==> src/rtl/led_sequencer.sv <==
// LED pattern sequencer: prescaled step strobe driving up/down/Gray/bounce patterns.
// Optional PWM brightness control is compiled in with `define LED_SEQ_PWM_EN.
module led_sequencer #(
   parameter int unsigned WAIT_TIME  = 13500000,
   parameter int unsigned WIDTH      = 6,
   parameter int unsigned ACTIVE_LOW = 1
) (
   input  logic             clk,
   input  logic             reset,
   input  logic [1:0]       mode,
   input  logic             pause,
   input  logic             step,
`ifdef LED_SEQ_PWM_EN
   input  logic [3:0]       brightness,
`endif
   output logic [WIDTH-1:0] led,
   output logic             tick
);

   typedef enum logic [1:0] {
      MODE_UP     = 2'b00,
      MODE_DOWN   = 2'b01,
      MODE_GRAY   = 2'b10,
      MODE_BOUNCE = 2'b11
   } mode_e;

   localparam logic [31:0]      WAIT_C   = 32'(WAIT_TIME);
   localparam logic [WIDTH-1:0] IDX_ONE  = WIDTH'(1);
   localparam logic [WIDTH-1:0] IDX_LAST = WIDTH'(WIDTH - 1);
   localparam logic [WIDTH-1:0] IDX_PEN  = WIDTH'(WIDTH - 2);

   logic [31:0]      presc_q, presc_d;
   logic             strobe;
   mode_e            mode_q, mode_d, mode_in;
   logic [WIDTH-1:0] idx_q, idx_d;
   logic             dir_q, dir_d;
   logic             tick_q;
   logic [WIDTH-1:0] pattern;
   logic [WIDTH-1:0] lit;

   assign mode_in = mode_e'(mode);

   // While paused the prescaler is frozen and only the step pulse can advance.
   always_comb begin
      presc_d = presc_q;
      strobe  = 1'b0;
      if (pause) begin
         strobe = step;
      end else if (presc_q >= WAIT_C) begin
         presc_d = 32'd1;
         strobe  = 1'b1;
      end else begin
         presc_d = presc_q + 32'd1;
      end
   end

   always_comb begin
      idx_d  = idx_q;
      dir_d  = dir_q;
      mode_d = mode_q;
      if (strobe) begin
         if (mode_in != mode_q) begin
            // A mode change consumes the strobe to load the start state.
            mode_d = mode_in;
            dir_d  = 1'b0;
            idx_d  = (mode_in == MODE_DOWN) ? '1 : '0;
         end else begin
            case (mode_q)
               MODE_UP, MODE_GRAY: idx_d = idx_q + IDX_ONE;
               MODE_DOWN:          idx_d = idx_q - IDX_ONE;
               MODE_BOUNCE: begin
                  if (!dir_q) begin
                     if (idx_q >= IDX_LAST) begin
                        dir_d = 1'b1;
                        idx_d = IDX_PEN;
                     end else begin
                        idx_d = idx_q + IDX_ONE;
                     end
                  end else begin
                     if (idx_q == '0) begin
                        dir_d = 1'b0;
                        idx_d = IDX_ONE;
                     end else begin
                        idx_d = idx_q - IDX_ONE;
                     end
                  end
               end
               default: idx_d = idx_q;
            endcase
         end
      end
   end

   always_comb begin
      pattern = '0;
      case (mode_q)
         MODE_UP, MODE_DOWN: pattern = idx_q;
         MODE_GRAY:          pattern = idx_q ^ (idx_q >> 1);
         MODE_BOUNCE:        pattern = IDX_ONE << idx_q;
         default:            pattern = '0;
      endcase
   end

`ifdef LED_SEQ_PWM_EN
   logic [3:0] pwm_cnt_q;

   always_ff @(posedge clk) begin
      if (reset) begin
         pwm_cnt_q <= '0;
      end else begin
         pwm_cnt_q <= pwm_cnt_q + 4'd1;
      end
   end

   assign lit = pattern & {WIDTH{pwm_cnt_q < brightness}};
`else
   assign lit = pattern;
`endif

   always_comb begin
      if (ACTIVE_LOW != 0) begin
         led = ~lit;
      end else begin
         led = lit;
      end
   end

   always_ff @(posedge clk) begin
      if (reset) begin
         presc_q <= 32'd1;
         idx_q   <= '0;
         dir_q   <= 1'b0;
         mode_q  <= MODE_UP;
         tick_q  <= 1'b0;
      end else begin
         presc_q <= presc_d;
         idx_q   <= idx_d;
         dir_q   <= dir_d;
         mode_q  <= mode_d;
         tick_q  <= strobe;
      end
   end

   assign tick = tick_q;

endmodule

==> config.mk <==
export PLATFORM = sky130hd
export DESIGN_NAME = led_sequencer
export DESIGN_NICKNAME = d
export VERILOG_FILES = /design/src/rtl/led_sequencer.sv
export SDC_FILE = /design/constraint.sdc
export NUM_CORES = 1
export LEC_CHECK = 0
export CAP_MARGIN = 5
export CORE_MARGIN = 4
export CORE_UTILIZATION = 40
export DETAILED_ROUTE_END_ITERATION = 8
export GPL_ROUTABILITY_DRIVEN = 0
export HOLD_SLACK_MARGIN = 0.06
export MAX_ROUTING_LAYER = met4
export PLACE_DENSITY = 0.63
export SYNTH_ARGS = -nofsm -noshare
export SYNTH_HDL_FRONTEND = slang
export SYNTH_SLANG_ARGS = --single-unit
==> constraint.sdc <==
create_clock -name clk -period 2.6 [get_ports clk]
set_clock_uncertainty 0.2 [all_clocks]
set_input_delay 0.52 -clock clk [delete_from_list [all_inputs] [get_ports clk]]
set_output_delay 0.52 -clock clk [all_outputs]
set_load 0.01 [all_outputs]
==> results of run 1 <==
-- stage by stage --
stage,utilization,total power [W]
2_1_floorplan,-,0.000825
3_3_place_gp,0.463,0.000900
3_5_place_dp,0.463,0.000900
4_1_cts,0.480,0.00135
5_1_grt,0.482,0.00141
6_report,0.482,0.00133
-- cell usage in the layout, fill, tap and decap left out, types with 2 or more instances in the layout --
cell,count
or4_1,2
ha_1,16
and4_1,3
nand3_1,13
o21ai_1,2
nor3_1,7
nor2_1,51
a21oi_1,5
nor4_1,3
nand4_1,6
xnor2_1,15
dfxtp_2,3
buf_4,18
mux2i_1,4
clkdlybuf4s15_1,2
a211oi_1,8
dfxtp_1,39
inv_1,15
o221ai_1,4
clkdlybuf4s50_1,7
or3_1,4
a32oi_1,2
xor2_1,20
clkbuf_8,5
nor2b_1,5
o22ai_1,2
o21ai_0,10
dlygate4sd2_1,2
nand2b_1,2
nand2_1,33
and3_1,4
-- worst reg2reg max path: stages, from the launching register on --
cell and delay [ns]:
dfxtp_2 0.35, buf_4 0.17, ha_1 0.21, and2_0 0.15
a311o_1 0.31, o21a_1 0.25, o311ai_0 0.36, nand2_1 0.11
a211oi_1 0.26
-- repair_timing --
item | in CTS | in global routing
pin swaps | 0 | 1
hold buffers | 0 | 0
gates cloned | 0 | 0
endpoints found under the setup margin | 5 | 2
resized for setup | 10 | 8
-- final cells by class --
cell class	instances	area [um^2]	share of cell area
inverters	16	60.1	0.0207
well taps	75	93.8	0.0323
clock buffers	5	68.8	0.0237
flip-flops and latches	42	845	0.291
clock inverters	3	25.0	0.00862
repair buffers	30	248	0.0853
multi-input cells	242	1560	0.538
-- flip-flops by register name, summed over array words and instances (netlist names) --
register / cells
dir_q: 1
idx_q: 6
mode_q: 2
presc_q: 32
tick: 1
-- cells by family (layout without fill, tap and decap cells) --
kind of cell / count (synthesis) / after routing / synth area share
compound gates: 43 / 43 / 0.117
xor+xnor: 35 / 35 / 0.122
fa+ha+maj: 17 / 17 / 0.0845
buf+inv: 29 / 54 / 0.0532
flops: 42 / 42 / 0.334
mux: 4 / 4 / 0.0159
simple gates: 143 / 143 / 0.273
-- routing by layer --
layer  routed length, um  vias to the layer above
li1                    -                     1121
met1                2610                      977
met2                2240                       34
met3                 214                        5
met4                  36                        0
met5                   0                        -
-- report_power, final --
group / switching [W] / internal, W
logic: 0.000121 / 0.0000951
clock network: 0.000249 / 0.000194
registers: 0.0000125 / 0.000657
-- worst paths after layout --
path | to | slack (ns) | depth (start not counted)
worst max-delay path | led[1] | 0.10 | 8
worst min register to register | presc_q[31] | 0.28 | 2
worst max register to register | idx_q[3] | 0.13 | 8
worst min-delay path | presc_q[31] | 0.28 | 2
==> impl_metrics.json, run 1 <==
{
  "stdcell_count": 413,
  "maxSlewViolCount": 0,
  "htree_num_levels": 2,
  "tightestPinTransition_ns": 0.342,
  "startpoint_type": "register",
  "cts_tree": "done",
  "drv_cap": 0,
  "min_period_ns": 2.50,
  "busiest_layer": "met2",
  "dp_hpwl_um": 3700,
  "p_per_area_nw_per_um2": 458,
  "die_w_um": 87.3,
  "critical_path.cell_chain": "inv_1 -> ha_2 -> nand2b_4 -> nor3_4 -> nand2_1 -> o221ai_1 -> o21ai_0 -> clkdlybuf4s15_1",
  "cts_buffer_depth": 2,
  "synth_warnings": 0,
  "grt_pass1_wl_um": 8590,
  "design_area_um2": 2900,
  "endpoint_kind": "primary output",
  "dp_cells": 405,
  "core_um2": 6030,
  "finalSetupViolCount": 0,
  "worstPathArrival_ns": 1.78,
  "grt_antenna_before_repair": 0,
  "max_freq_ghz": 0.400,
  "yosysTopAreaCell": "dfxtp_1",
  "tns_ns": 0,
  "clock_latency_ns": 0.30,
  "rr_startpoint": "idx_q[2]",
  "vias_per_cell": 5.17,
  "cp_slowest_stage_delay_ns": 0.32,
  "met2_usage": 0.208,
  "yosysUniqueCellTypes": 46,
  "initial_core_util": 0.418,
  "syn_to_final_growth_pct": 15.3,
  "cts_setup_buffers": 0,
  "use_met1": 0.203,
  "rows": 28,
  "synth_seq_cells": 42,
  "numCtsBuffers": 5,
  "grt_usage": 0.143,
  "synth-edff-count": 0,
  "ys_async_sr_fraction": 0,
  "hold_viol_final": 0,
  "hold_slack_ns": 0.282,
  "post_drt_wl_per_cell_um": 12.3,
  "synth_top_area_frac": 0.334,
  "synth_most_common_cell": "nor2_1",
  "clkTransAtPathRegs_ns": 0.09,
  "routed_wl_um": 5100,
  "hp-start": "presc_q[31]",
  "portBuffers": 12,
  "die_h_um": 87.3,
  "crit_type": "register to primary output",
  "setup.worst_path.start": "idx_q[4]",
  "crit_family": "simple AND/OR/NAND/NOR gates",
  "postPlaceCellArea_um2": 2790,
  "post-place-ws_ns": 0.0393,
  "n_fill_cell": 592,
  "synth_seq_area_share": 0.334,
  "critPathBufInv": 2,
  "drt-initial-drc-count": 91,
  "outcome": "completed",
  "worst_slack_ns": 0.101,
  "maxSlewHeadroom": 0.771,
  "synthTopCellsByArea": "dfxtp_1 (33%), ha_1 (8.4%), nor2_1 (7.6%), xor2_1 (7.0%), xnor2_1 (5.2%)",
  "syn_inst": 313,
  "drc": 0,
  "syn_area_um2": 2520,
  "crit_path_max_fanout": 4,
  "period_share": 0.961,
  "grt_max_degree": 32,
  "io_pins": 13,
  "syn_nets": 336,
  "p_leak_nw": 1.09,
  "first_pass_iters": 4,
  "synth_area_per_cell_um2": 8.04,
  "vdd_drop_max_mv": 0.401,
  "drive_gt1_frac": 0.107,
  "antennaDiodeCount": 0,
  "crit_slowest_cell": "dfxtp_1",
  "finalNetCount": 360,
  "vias": 2137,
  "cts_root_buffer": "clkbuf_8",
  "rsz0062_at_grt": "true",
  "cts_sinks": 42,
  "grt_overflow_total": 0,
  "hold_path.class": "register to register",
  "synthFlopType": "dfxtp_1",
  "fp.dieArea_um2": 7630,
  "grt_use_met3": 0.0312,
  "crit_required_ns": 1.88,
  "antenna_left": 0,
  "synth_top_cells_by_count": "nor2_1 (51), dfxtp_1 (42), nand2_1 (33)",
  "first_global_vias": 1841
}
No activity file was read; power rests on OpenSTA's default activity.
==> run 2, diff against run 1 <==
--- a/config.mk
+++ b/config.mk
@@ -13,6 +13,7 @@
 export HOLD_SLACK_MARGIN = 0.06
 export MAX_ROUTING_LAYER = met4
 export PLACE_DENSITY = 0.63
+export SETUP_SLACK_MARGIN = 0.05
 export SYNTH_ARGS = -nofsm -noshare
 export SYNTH_HDL_FRONTEND = slang
 export SYNTH_SLANG_ARGS = --single-unit
==> run 2 against run 1 <==
Against the previous run:
- global-route usage unchanged
- combinational power about the same
- maximum frequency up 0.18%
- sequential cell count did not move
- critical path type unchanged
- critical endpoint unchanged
- largest power group unchanged
==> impl_metrics.json, run 2 (synthesis gave the netlist of run 1 again) <==
{
  "crit_slowest_cell": "dfxtp_1",
  "endpoint_kind": "primary output",
  "hp-start": "presc_q[31]",
  "maxSlewViolCount": 0,
  "drt-initial-drc-count": 100,
  "top_register": "presc_q",
  "rr_startpoint": "idx_q[2]",
  "core_um2": 6030,
  "grt_pass1_wl_um": 8590,
  "r2r_slack_ns": 0.20,
  "critPathBufInv": 3,
  "numCtsBuffers": 5,
  "wl_met2_um": 2260,
  "clock_latency_ns": 0.30,
  "crit_required_ns": 1.88,
  "syn_to_final_growth_pct": 15.1,
  "io_pins": 13,
  "max_freq_ghz": 0.401,
  "drv_cap": 0,
  "top_regs": "presc_q x32, idx_q x6, mode_q x2",
  "postPlaceCellArea_um2": 2790,
  "drc": 0,
  "drive_gt1_frac": 0.118,
  "final_core_util": 0.481,
  "layout_common_cells": "nor2_1 (51), dfxtp_1 (39), nand2_1 (33)",
  "fp.dieArea_um2": 7630,
  "cts_tree": "done",
  "post_drt_wl_per_cell_um": 12.3,
  "post-place-ws_ns": 0.0393,
  "first_global_vias": 1841,
  "crit_family": "buffers and inverters",
  "dp_hpwl_um": 3700,
  "tns_ns": 0,
  "grt_antenna_before_repair": 0,
  "vdd_drop_max_mv": 0.401,
  "startpoint_type": "register",
  "drt-met1-wl_um": 2590,
  "portBuffers": 12,
  "final_common_cell": "nor2_1",
  "critical_path.cell_chain": "inv_1 -> ha_2 -> nand2b_4 -> nor3_4 -> buf_4 -> nand2_1 -> o221ai_1 -> o21ai_0 -> clkbuf_2",
  "crit_path_max_fanout": 4,
  "design_area_um2": 2900,
  "clkTransAtPathRegs_ns": 0.09,
  "cts_root_buffer": "clkbuf_8",
  "worstPathArrival_ns": 1.77,
  "grt_usage": 0.143,
  "antennaDiodeCount": 0,
  "p_per_area_nw_per_um2": 458,
  "vias_per_cell": 5.21,
  "tightestPinTransition_ns": 0.342,
  "p_leak_nw": 1.10,
  "worst_slack_ns": 0.105,
  "setup.worst_path.start": "idx_q[5]",
  "antenna_left": 0,
  "cts_buffer_depth": 2,
  "hold_path.class": "register to register",
  "rows": 28,
  "routed_wl_um": 5100,
  "period_share": 0.960,
  "die_h_um": 87.3,
  "finalSetupViolCount": 0,
  "min_period_ns": 2.49,
  "grt_max_degree": 32,
  "grt_overflow_total": 0,
  "initial_core_util": 0.418,
  "cp_slowest_stage_delay_ns": 0.32,
  "vias": 2157,
  "crit_type": "register to primary output",
  "cts_sinks": 42,
  "finalNetCount": 361,
  "die_w_um": 87.3,
  "ctsHoldBuffers": 0,
  "first_pass_iters": 4,
  "htree_num_levels": 2,
  "hold_viol_final": 0,
  "hold_slack_ns": 0.282,
  "rsz0062_at_grt": "true",
  "highest_layer": "met4",
  "largest_reg_flops": 32,
  "wl_met3_um": 220,
  "maxSlewHeadroom": 0.771,
  "outcome": "completed"
}
run 2: cell count changes in the layout (fill, tap and decap cells not counted):
cell | previous run | this run
buf_4 | 18 | 19
clkbuf_2 | 1 | 4
clkdlybuf4s15_1 | 2 | 0
dlygate4sd2_1 | 2 | 1
o311ai_0 | 1 | 0
o311ai_1 | 0 | 1
run 2: tightest hold or removal path, stage by stage (launching register included):
cell     delay (ns)
dfxtp_1        0.34
a31oi_1        0.04
nor2_1         0.07
run 2: cell type report:
class,count,area [um^2]
Fill cell,593,3130
Multi-Input combinational cell,242,1560
Sequential cell,42,845
Timing Repair Buffer,31,241
Tap cell,75,93.8
Clock buffer,5,68.8
Inverter,16,60.1
Clock inverter,3,25.0
run 2: what timing repair did:
action                     4_1_cts  5_1_grt
pin swaps                        0        3
setup endpoints to repair        5        7
gates resized for setup         10       13
buffers inserted                 0        1
run 2: power by group:
group          switching [W]  total (W)  internal, W
Clock               0.000249   0.000443     0.000194
Combinational       0.000122   0.000216    0.0000939
Sequential         0.0000125   0.000669     0.000657
run 2: stage by stage:
stage,power [W],cells
after global routing,0.00140,414
after CTS,0.00135,413
final,0.00133,414
after detailed placement,0.000900,405
after global placement,0.000900,405
after floorplan,0.000825,313
run 2: final timing paths:
kind | to | cells past startpoint
worst max-delay path | led[1] | 9
worst min-delay path | presc_q[31] | 2
worst max register to register | idx_q[3] | 8
worst min register to register | presc_q[31] | 2
run 2: per-layer routing:
metal,vias up,track usage
met5,-,-
met4,0,0.0321
met3,5,0.0312
met2,36,0.208
met1,993,0.203
li1,1123,-
